===== config.mk =====
export PLATFORM = sky130hd
export DESIGN_NAME = uart_rx_cfg
export DESIGN_NICKNAME = d
export VERILOG_FILES = /design/src/rtl/uart_rx_cfg.sv
export SDC_FILE = /design/constraint.sdc
export NUM_CORES = 1
export LEC_CHECK = 0
export ABC_AREA = 0
export CORE_MARGIN = 4
export CORE_UTILIZATION = 50
export DETAILED_ROUTE_END_ITERATION = 16
export MAX_ROUTING_LAYER = met4
export PLACE_DENSITY_LB_ADDON = 0.25
export SETUP_SLACK_MARGIN = 0.05
export SYNTH_ARGS = -nofsm -noshare
export SYNTH_HDL_FRONTEND = slang
export SYNTH_SLANG_ARGS = --single-unit

===== constraint.sdc =====
create_clock -name clk -period 3.51 [get_ports clk]
set_input_delay 0.351 -clock clk [delete_from_list [all_inputs] [get_ports clk]]
set_output_delay 0.351 -clock clk [all_outputs]
set_load 0.02 [all_outputs]

===== src/rtl/uart_rx_cfg.sv =====
// -----------------------------------------------------------------------------
// uart_rx_cfg
//
// Parametrised UART receiver. Data width, parity mode and stop-bit count are
// fixed at build time. Each bit is sampled at its centre, false starts are
// rejected, and parity/framing errors are reported per word. Completed words
// are handed to the consumer through a one-deep valid/ready holding register.
// If a word completes while that register is still full, the new word is
// dropped and `overrun` pulses.
//
// Parameters
//   CLKS_PER_BIT  clk cycles per bit period (>= 4)
//   DATA_BITS     data bits per frame (5..9)
//   PARITY        0 = none, 1 = odd, 2 = even
//   STOP_BITS     stop bits per frame (1 or 2)
//
// Ports
//   clk         sole clock, rising edge
//   rst         synchronous active-high reset
//   rxd         asynchronous serial input, idles high
//   rx_data     held word, LSB = first data bit on the line
//   rx_valid    holding register contains a word
//   rx_ready    consumer takes the word when rx_valid && rx_ready
//   parity_err  parity mismatch for the held word (0 when PARITY = 0)
//   frame_err   a stop bit of the held word sampled 0
//   overrun     one-cycle pulse: completed word dropped, register was full
//   rts         !rx_valid; high means ready for more data
//   busy        receiver FSM is not idle
// -----------------------------------------------------------------------------
module uart_rx_cfg #(
  parameter int CLKS_PER_BIT = 87,
  parameter int DATA_BITS    = 8,
  parameter int PARITY       = 0,
  parameter int STOP_BITS    = 1
) (
  input  logic                 clk,
  input  logic                 rst,
  input  logic                 rxd,
  output logic [DATA_BITS-1:0] rx_data,
  output logic                 rx_valid,
  input  logic                 rx_ready,
  output logic                 parity_err,
  output logic                 frame_err,
  output logic                 overrun,
  output logic                 rts,
  output logic                 busy
);

  localparam int CW   = $clog2(CLKS_PER_BIT);
  localparam int HALF = CLKS_PER_BIT / 2;
  localparam int IW   = $clog2(DATA_BITS + 1);

  localparam logic [CW-1:0] CNT_LAST = CW'(CLKS_PER_BIT - 1);
  localparam logic [CW-1:0] CNT_MID  = CW'(HALF - 1);
  localparam logic [IW-1:0] IDX_LAST = IW'(DATA_BITS - 1);
  localparam logic          STOP_LAST = 1'(STOP_BITS - 1);

  typedef enum logic [2:0] {
    S_IDLE,
    S_START,
    S_DATA,
    S_PAR,
    S_STOP
  } state_e;

  // Input synchroniser plus one delay flop for falling-edge detection.
  logic sync_meta_q, rxs_q, rxs_dly_q;

  // After reset the synchroniser holds reset values rather than line samples.
  // Edge detection is held off until all three flops carry real samples, so a
  // line that is already low at reset release does not look like a start bit.
  logic [1:0] settle_q, settle_d;

  state_e                 state_q, state_d;
  logic [CW-1:0]          cnt_q, cnt_d;
  logic [IW-1:0]          idx_q, idx_d;
  logic [DATA_BITS-1:0]   shift_q, shift_d;
  logic                   par_acc_q, par_acc_d;
  logic                   frame_acc_q, frame_acc_d;
  logic                   stop_idx_q, stop_idx_d;

  logic [DATA_BITS-1:0]   rx_data_q, rx_data_d;
  logic                   rx_valid_q, rx_valid_d;
  logic                   parity_err_q, parity_err_d;
  logic                   frame_err_q, frame_err_d;
  logic                   overrun_q, overrun_d;

  logic fall_edge;
  logic bit_tick;
  logic complete;
  logic par_xor;

  assign fall_edge = (settle_q == 2'd3) && rxs_dly_q && !rxs_q;
  assign bit_tick  = (cnt_q == CNT_LAST);
  assign par_xor   = (^shift_q) ^ rxs_q;

  // NOTE: every signal assigned in this block gets a default first; a path
  // that leaves one unassigned would infer a latch.
  always_comb begin
    state_d      = state_q;
    cnt_d        = cnt_q;
    idx_d        = idx_q;
    shift_d      = shift_q;
    par_acc_d    = par_acc_q;
    frame_acc_d  = frame_acc_q;
    stop_idx_d   = stop_idx_q;
    settle_d     = (settle_q == 2'd3) ? settle_q : settle_q + 2'd1;
    rx_data_d    = rx_data_q;
    rx_valid_d   = rx_valid_q;
    parity_err_d = parity_err_q;
    frame_err_d  = frame_err_q;
    overrun_d    = 1'b0;
    complete     = 1'b0;

    unique case (state_q)
      S_IDLE: begin
        cnt_d = '0;
        idx_d = '0;
        if (fall_edge) begin
          state_d     = S_START;
          par_acc_d   = 1'b0;
          frame_acc_d = 1'b0;
          stop_idx_d  = 1'b0;
        end
      end

      S_START: begin
        cnt_d = cnt_q + 1'b1;
        if (cnt_q == CNT_MID) begin
          cnt_d   = '0;
          idx_d   = '0;
          // Line back high at mid start bit: glitch, not a frame.
          state_d = rxs_q ? S_IDLE : S_DATA;
        end
      end

      S_DATA: begin
        cnt_d = cnt_q + 1'b1;
        if (bit_tick) begin
          cnt_d   = '0;
          // Shift in from the MSB so the first bit ends up at bit 0.
          shift_d = {rxs_q, shift_q[DATA_BITS-1:1]};
          idx_d   = idx_q + 1'b1;
          if (idx_q == IDX_LAST) state_d = (PARITY != 0) ? S_PAR : S_STOP;
        end
      end

      S_PAR: begin
        cnt_d = cnt_q + 1'b1;
        if (bit_tick) begin
          cnt_d     = '0;
          par_acc_d = (PARITY == 1) ? !par_xor : par_xor;
          state_d   = S_STOP;
        end
      end

      S_STOP: begin
        cnt_d = cnt_q + 1'b1;
        if (bit_tick) begin
          cnt_d       = '0;
          frame_acc_d = frame_acc_q | !rxs_q;
          stop_idx_d  = 1'b1;
          // Leave STOP at mid-bit so a start bit right behind it is caught.
          if (stop_idx_q == STOP_LAST) begin
            complete = 1'b1;
            state_d  = S_IDLE;
          end
        end
      end

      default: state_d = S_IDLE;
    endcase

    // Handshake: consumption clears the register unless a new word lands on
    // the same edge, in which case the load below keeps it valid.
    if (rx_valid_q && rx_ready) rx_valid_d = 1'b0;

    if (complete) begin
      if (!rx_valid_q || rx_ready) begin
        rx_data_d    = shift_q;
        parity_err_d = (PARITY != 0) && par_acc_q;
        frame_err_d  = frame_acc_q | !rxs_q;
        rx_valid_d   = 1'b1;
      end else begin
        overrun_d    = 1'b1;
      end
    end
  end

  // NOTE: sequential state uses non-blocking assignments so every flop
  // samples the pre-edge value of the others, independent of statement order.
  always_ff @(posedge clk) begin
    if (rst) begin
      sync_meta_q  <= 1'b1;
      rxs_q        <= 1'b1;
      rxs_dly_q    <= 1'b1;
      settle_q     <= 2'd0;
      state_q      <= S_IDLE;
      cnt_q        <= '0;
      idx_q        <= '0;
      shift_q      <= '0;
      par_acc_q    <= 1'b0;
      frame_acc_q  <= 1'b0;
      stop_idx_q   <= 1'b0;
      rx_data_q    <= '0;
      rx_valid_q   <= 1'b0;
      parity_err_q <= 1'b0;
      frame_err_q  <= 1'b0;
      overrun_q    <= 1'b0;
    end else begin
      sync_meta_q  <= rxd;
      rxs_q        <= sync_meta_q;
      rxs_dly_q    <= rxs_q;
      settle_q     <= settle_d;
      state_q      <= state_d;
      cnt_q        <= cnt_d;
      idx_q        <= idx_d;
      shift_q      <= shift_d;
      par_acc_q    <= par_acc_d;
      frame_acc_q  <= frame_acc_d;
      stop_idx_q   <= stop_idx_d;
      rx_data_q    <= rx_data_d;
      rx_valid_q   <= rx_valid_d;
      parity_err_q <= parity_err_d;
      frame_err_q  <= frame_err_d;
      overrun_q    <= overrun_d;
    end
  end

  assign rx_data    = rx_data_q;
  assign rx_valid   = rx_valid_q;
  assign parity_err = parity_err_q;
  assign frame_err  = frame_err_q;
  assign overrun    = overrun_q;
  assign rts        = !rx_valid_q;
  assign busy       = (state_q != S_IDLE);

endmodule


Word-level counts from Yosys, hierarchy flattened

Index checks and enable logic that the tools add are counted.

Add/sub/neg operators: 3
Equal/unequal tests: 15
Mux-type cells: 27
Bitwise logic cells: 2
Reduce and logical (&&, ||, !) cells: 18

Operators with widths:

| cell                | number |
|---|---|
| $mux 3              | 7 |
| $pmux 7 s3          | 1 |
| $pmux 3 s5          | 1 |
| $mux 7              | 2 |
| $ne 2x2->1 const B  | 7 |
| $pmux 4 s3          | 1 |
| $mux 1              | 10 |
| $reduce_bool 3->1   | 3 |
| $mux 4              | 2 |
| $add 7x1->7 const B | 1 |
| $eq 7x6->1 const B  | 1 |
| $eq 7x7->1 const B  | 1 |
| $reduce_and 7->1    | 1 |
| $eq 3x2->1 const B  | 2 |
| $reduce_and 3->1    | 2 |
| $add 4x1->4 const B | 1 |
| $eq 4x3->1 const B  | 1 |
| $pmux 1 s2          | 2 |
| $reduce_and 2->1    | 2 |
| $eq 3x1->1 const B  | 1 |
| $eq 3x3->1 const B  | 1 |
| $logic_and 1x1->1   | 3 |
| $logic_not 3->1     | 1 |
| $reduce_or 3->1     | 1 |
| 9 further kinds     | 10 |

Register bits after elaboration: 40
Bits of input ports: 4
Output and inout port bits: 14
Word-level logic and storage cells: 79

Depth between registers and ports, before layout

Gate-level depths: netlist of the first run.

Depth in word-level cells: 5
Mapped depth: 8
Mapped depth without buffers: 7

Least setup slack after synthesis of the first run

No wires, ideal clock.

Path type: reg-to-reg
From: reg cnt_q[0]
To: reg cnt_q[1]
Library setup time: 0.116 ns
Arrival: 1.763 ns
Data required time: 3.394 ns
Setup slack: 1.632 ns
Cell stages (with the launch flop): 8
Buffers on the path: 0
Clock period less this slack: 1.878 ns
Cell sequence: dfxtp_1 -> inv_1 -> ha_1 -> or2b_2 -> or2_1 -> a211o_1 -> o211ai_1 -> and3b_1

Cells in the longest elaborated chain, start to end: 3
Elaborated cells on any way between the ends: 6
Classes of those cells: 1 x add/sub; 2 x eq/ne; 3 x mux

Ends and longest elaborated chain:

| element                                   | RTL line | source |
|---|---|---|
| from (decl)                               | 75       | `logic [CW-1:0] cnt_q, cnt_d;` |
| from (signal assigned)                    | 216      | `cnt_q <= cnt_d;` |
| $add 7x1->7, or another cell as far along | --       |  |
| $mux 7 (on tied branches)                 | --       |  |
| $pmux 7 s3 (*)                            | 115      | `unique case (state_q)` |

Mark *: on every way between the ends. The rest lies on a longest branch, timed or not.
A chain may end at the register's enable or synchronous reset.

Final worst setup path of the first run

From: reg state_q[1]
To: out busy

Cells in the longest elaborated chain, start to end: 1

Ends and longest elaborated chain:

| element                | RTL line | source |
|---|---|---|
| from (decl)            | 74       | `state_e state_q, state_d;` |
| from (signal assigned) | 215      | `state_q <= state_d;` |
| $reduce_bool 3->1      | 236      | `assign busy = (state_q != S_IDLE);` |
| to (decl)              | 46       | `output logic busy` |

No other way between the ends.

==> run metrics, run 1 <==
status=completed; RSZ-0062 raised after global routing=no; row count=20; pin count of the biggest net entering global routing=33; global-route wire length before repair=5.62 mm; reg2reg setup slack=1.34 ns; Worst Min Path Start=sync_meta_q; clk_skew=0.00668 ns; register share of total power=65.5%; placed cell areas=1890 um^2; arrival time worst endpoint=1.91 ns; leakage=0.656 nW; Crit Path Max Fanout=14; synth warn=0; Worst Hold Class=register to register; cts bufs inserted=5; post-CTS sizing=0; post-synth top area share=47.0%; Boundary Pins=18; Worst Hold Depth=1; Post-Route WL=3.28 mm; total track usage=17.4%; post-cts hold buffer count=0; CP required=3.16 ns; type of the worst setup path=register to output pin; Die Area=4410 um^2; Pint=0.549 mW; reg2reg start=cnt_q[0]; GP Congestion=0.868; Synth area leaders=dfxtp_1, mux2i_1, nor2_1; Final #Nets=208; htree depth=2; DR WL/cell=13.4 um; Seq/Total Area, Yosys=47.0%; vias per inst=5.32; Mean Syn Cell Area=9.31 um^2; Gate power share=4.4%; final cell count without fillers=244; post-synthesis cell type count=40; period utilisation layout=64.5%; synthesized area=1700 um^2; Overflow after GRT=0; Psw=0.162 mW; Pwr per Cell Area=367 nW/um^2; Placed Instances=237; Crit. End Element=output pin; Final Cell Area=1940 um^2; vias in the first global route=1285; Setup Buffers After CTS=0; syn nets=191; setup_tns=0 ns; clk slew on worst S/H paths=0.11 ns; EDFF count, synth=0; total design power=0.711 mW; DPL Wire Length=2.29 mm; worst-case clock buffer depth=2; main flop type after synthesis=dfxtp_1; Hold EP=rxs_q; die outline width=66.4 um; ys async rst share=0%; Vias=1297; switching share of power=22.8%; CP Launch Type=register; Rel. slew slack=64.9%; Initial Util=54.0%; area leader, netlist=dfxtp_1; CTS tree=built; Final Setup Violations=0; endpoints failing hold=0; power share of the clock group=30.1%; Seq cells post-synth=40; Root Driver=clkbuf_4; Tmin final=2.27 ns; Iter 0 DRT Violations=50; final core utilization=61.5%; Port Buffers=16; P&R area growth vs syn=13.7%; FF-to-FF End=cnt_q[1]; Antenna Cells=0; pins over their slew limit=0; CTS Sinks=40; initial antenna violation count=0; antenna viol nets, final=0; Cells after Synth=183; core area=3150 um^2; r2r worst-path depth=7; max-cap violations=0; max frequency=0.441 GHz; TritonRoute pass-1 iters=4; share of cells above drive strength 1=9.50%; die extent in y=66.4 um; Max IR drop VDD=0.276 mV; Skew-Pair Late Insertion Delay=0.35 ns; Least-Margin Pin Slew=0.523 ns; Residual DRC=0
flip-flops by register name, summed over array words and instances, names as in the netlist, 2 cells and up:
name,count
rx_data,8
shift_q,8
cnt_q,7
idx_q,4
state_q,3
settle_q,2
synth_stat cells (2+ instances only):
master    instances
o21ai_0           6
nor2_1           33
nand4_1           5
nand2b_1          2
nand2_1          11
inv_1             5
mux2i_1          18
buf_4             3
or2_2             3
xor2_1            5
xnor2_1           2
a21oi_1          11
ha_1              4
nand3_1           3
dfxtp_1          40
clkbuf_1          4
or3_1             5
per-stage QoR:
stage / worst slack, ns / hold slack (ns)
6_report: 1.24 / 0.438
5_1_grt: 1.10 / 0.458
4_1_cts: 1.28 / 0.447
3_5_place_dp: 1.35 / 0.407
3_3_place_gp: 1.42 / 0.399
2_1_floorplan: 1.63 / 0.389
critical path, cell delays in order, from the launching register on:
cell             delay, ns
dfxtp_1               0.61
nor2_1                0.17
nand2_1               0.16
clkdlybuf4s50_1       0.62
layer usage:
layer	share of wire [%]	up-vias	global-route usage [%]	wire, um
met2	48	26	28.6	1580
met4	1.1	0	6.60	36
met5	0	-	-	0
met3	4.5	4	5.61	147
met1	46	605	19.6	1510
li1	-	662	-	-
layout make-up:
class,count,area [um^2]
fillers,288,1210
repair buffers,18,175
clock inverters,1,5.00
multi-input cells,130,842
well taps,44,55.1
flip-flops and latches,40,801
clock buffers,6,41.3
inverters,5,18.8
kinds of logic (layout without fill, tap and decap cells):
group                      count (synthesis)  after routing  synth area share [%]
and+or+nand+nor                           74             74                  22.2
other                                      1              1                 0.220
adders and majority gates                  4              4                  2.94
muxes                                     18             18                  10.6
buffers and inverters                     13             30                  3.60
AOI/OAI and AO/OA                         26             26                  9.91
xor gates and xnor gates                   7              7                  3.60
DFF                                       40             40                  47.0
cells in the final DEF, fill, tap and decap left out, drive strengths merged, types with 2 or more instances in the layout:
cell type	count
nand3	3
xor2	5
or2	4
or3	6
buf	2
mux2i	18
nand4	5
clkbuf	6
dfxtp	40
nand2	11
xnor2	2
clkdlybuf4s50	16
nand2b	2
nor2	33
or4b	2
o21ai	8
ha	4
inv	5
a21oi	11
how the worst max path moves through the flow:
stage,startpoint,end,slack (ns),cells past startpoint
after detailed placement,cnt_q[0],cnt_q[1],1.35,7
after global routing,cnt_q[0],cnt_q[1],1.10,7
after floorplan,cnt_q[0],cnt_q[1],1.63,7
after CTS,state_q[1],busy,1.28,3
after global placement,rst,state_q[1],1.42,5
final,state_q[1],busy,1.24,3
power groups by stage:
stage	registers, mW	clock network, mW	logic, mW
2_1_floorplan	0.475	0	0.0230
3_3_place_gp	0.475	0	0.0293
3_5_place_dp	0.476	0	0.0316
4_1_cts	0.466	0.220	0.0317
5_1_grt	0.467	0.241	0.0375
6_report	0.466	0.214	0.0313
(Power assumes the default switching activity.)
==> inputs of run 2 (changes only) <==
==> constraint.sdc (replaced) <==
create_clock -name clk -period 2.1 [get_ports clk]
set_input_delay 0.21 -clock clk [delete_from_list [all_inputs] [get_ports clk]]
set_output_delay 0.21 -clock clk [all_outputs]
set_load 0.02 [all_outputs]
==> run metrics, run 2 (synthesis gave the netlist of run 1 again) <==
max frequency=0.519 GHz; most frequent cells in the layout=dfxtp_1, nor2_1, mux2i_1 (unchanged); Overflow after GRT=0 (unchanged); P&R area growth vs syn=20.0% (was 13.7%); endpoints failing hold=0 (unchanged); share of cells above drive strength 1=15.1% (was 9.50%); Pint=1.05 mW (was 0.549 mW); die outline width=66.4 um (unchanged); status=completed (unchanged); vias in the first global route=1314 (was 1285); Final #Nets=212 (was 208); RSZ-0062 raised after global routing=no (unchanged); core area=3150 um^2 (unchanged); Iter 0 DRT Violations=71 (was 50); Pwr per Cell Area=664 nW/um^2 (was 367 nW/um^2); Hold WS=0.406 ns (was 0.438 ns); pin count of the biggest net entering global routing=32 (was 33); global-route wire length before repair=5.73 mm (was 5.62 mm); Tmin final=1.93 ns; max-cap violations=0 (unchanged); total track usage=17.7% (was 17.4%); TritonRoute pass-1 iters=4 (unchanged); Initial Util=54.0% (unchanged); Post-Route WL=3.24 mm (was 3.28 mm); Max IR drop VDD=0.423 mV (was 0.276 mV); Antenna Cells=0 (unchanged); Crit Path Max Fanout=14 (unchanged); leakage=0.711 nW (was 0.656 nW); Crit. End Element=output pin (unchanged); reg2reg setup slack=0.18 ns (was 1.34 ns); Port Buffers=16 (unchanged); setup_tns=0 ns (unchanged); type of the worst setup path=register to output pin (unchanged); die extent in y=66.4 um (unchanged); Vias=1315 (was 1297); CP required=1.89 ns (was 3.16 ns); CTS tree=built (unchanged); Setup Buffers After CTS=0 (unchanged); most common cell after layout, fill and taps aside=dfxtp_1 (unchanged); htree depth=2 (unchanged); CTS Sinks=40 (unchanged); Die Area=4410 um^2 (unchanged); Root Driver=clkbuf_4 (unchanged); register area=806 um^2 (was 801 um^2); pins over their slew limit=0 (unchanged); period utilisation layout=91.8%; GP Congestion=0.897 (was 0.868); row count=20 (unchanged); Layout fillers=261 (was 288); post-cts hold buffer count=0 (unchanged); Skew-Pair Late Insertion Delay=0.36 ns (was 0.35 ns); final core utilization=64.8% (was 61.5%); CP Launch Type=register (unchanged); switching share of power=22.7% (was 22.8%); Worst Hold Class=input port to register (was register to register); Boundary Pins=18 (unchanged); cts bufs inserted=5 (unchanged); antenna viol nets, final=0 (unchanged); vias per inst=5.28 (was 5.32); area of the multi-input gates=858 um^2 (was 842 um^2); worst-case clock buffer depth=2 (unchanged); DPL Wire Length=2.30 mm (was 2.29 mm); Residual DRC=0 (unchanged); arrival time worst endpoint=1.72 ns (was 1.91 ns); clk_skew=0.0141 ns (was 0.00668 ns); power share of the clock group=38.6% (was 30.1%); Final Setup Violations=0 (unchanged); DR WL/cell=13.0 um (was 13.4 um); clk slew on worst S/H paths=0.12 ns (was 0.11 ns); register share of total power=57.4% (was 65.5%); Gate power share=4.0% (was 4.4%); Psw=0.308 mW (was 0.162 mW); initial antenna violation count=0 (unchanged)
-- run 2: cell types whose count changed in the layout (fill, tap and decap cells not counted), moves of 2 or more --
cell / change
buf_4: +2
dfxtp_1: -4
dfxtp_2: +4
clkinv_4: +2
-- run 2: timing repair --
item,CTS,global route
gates resized for setup,4,8
gates cloned,1,0
endpoints found under the setup margin,2,20
pin swaps,0,1
-- run 2: metal layers --
layer	global-route usage [%]	wire [um]	part of all wire, %	vias up
met2	29.2	1570	48	31
met4	8.38	72	2.2	0
met3	5.27	148	4.6	7
li1	-	-	-	673
met5	-	0	0	-
met1	19.3	1450	45	604
-- run 2: layout make-up --
| cell class | instances | share of cell area (%) |
|---|---|---|
| multi-input cells | 130 | 42.0 |
| flip-flops and latches | 40 | 39.4 |
| repair buffers | 22 | 10.8 |
| well taps | 44 | 2.69 |
| clock inverters | 3 | 2.33 |
| clock buffers | 5 | 1.84 |
| inverters | 5 | 0.918 |
-- run 2: worst max-delay path, cell delays in order, from the launching register on --
cell and delay, ns:
dfxtp_2 0.48, nor2_1 0.12, nand2_1 0.14, clkdlybuf4s50_1 0.62
-- run 2: power by group through the flow --
stage / clock network, mW / registers, mW / logic (mW)
global route: 0.559 / 0.780 / 0.0635
CTS: 0.535 / 0.779 / 0.0562
floorplan: 0 / 0.793 / 0.0384
detailed placement: 0 / 0.797 / 0.0557
finish: 0.523 / 0.779 / 0.0548
global placement: 0 / 0.795 / 0.0494
-- run 2: stage by stage --
stage	power, mW	std cells	area [um^2]	worst slack [ns]
after floorplan	0.832	183	1700	0.222
after global placement	0.844	240	1930	0.154
after detailed placement	0.852	240	1930	0.0556
after CTS	1.37	249	2020	0.0374
after global routing	1.40	249	2040	0.0548
final	1.36	249	2040	0.171
-- run 2: worst paths after layout --
kind	from	end	depth (start not counted)
setup reg to reg	cnt_q[0]	cnt_q[1]	8
hold / removal	rxd	sync_meta_q	2
hold reg to reg	sync_meta_q	rxs_q	1
setup / recovery	state_q[1]	busy	3
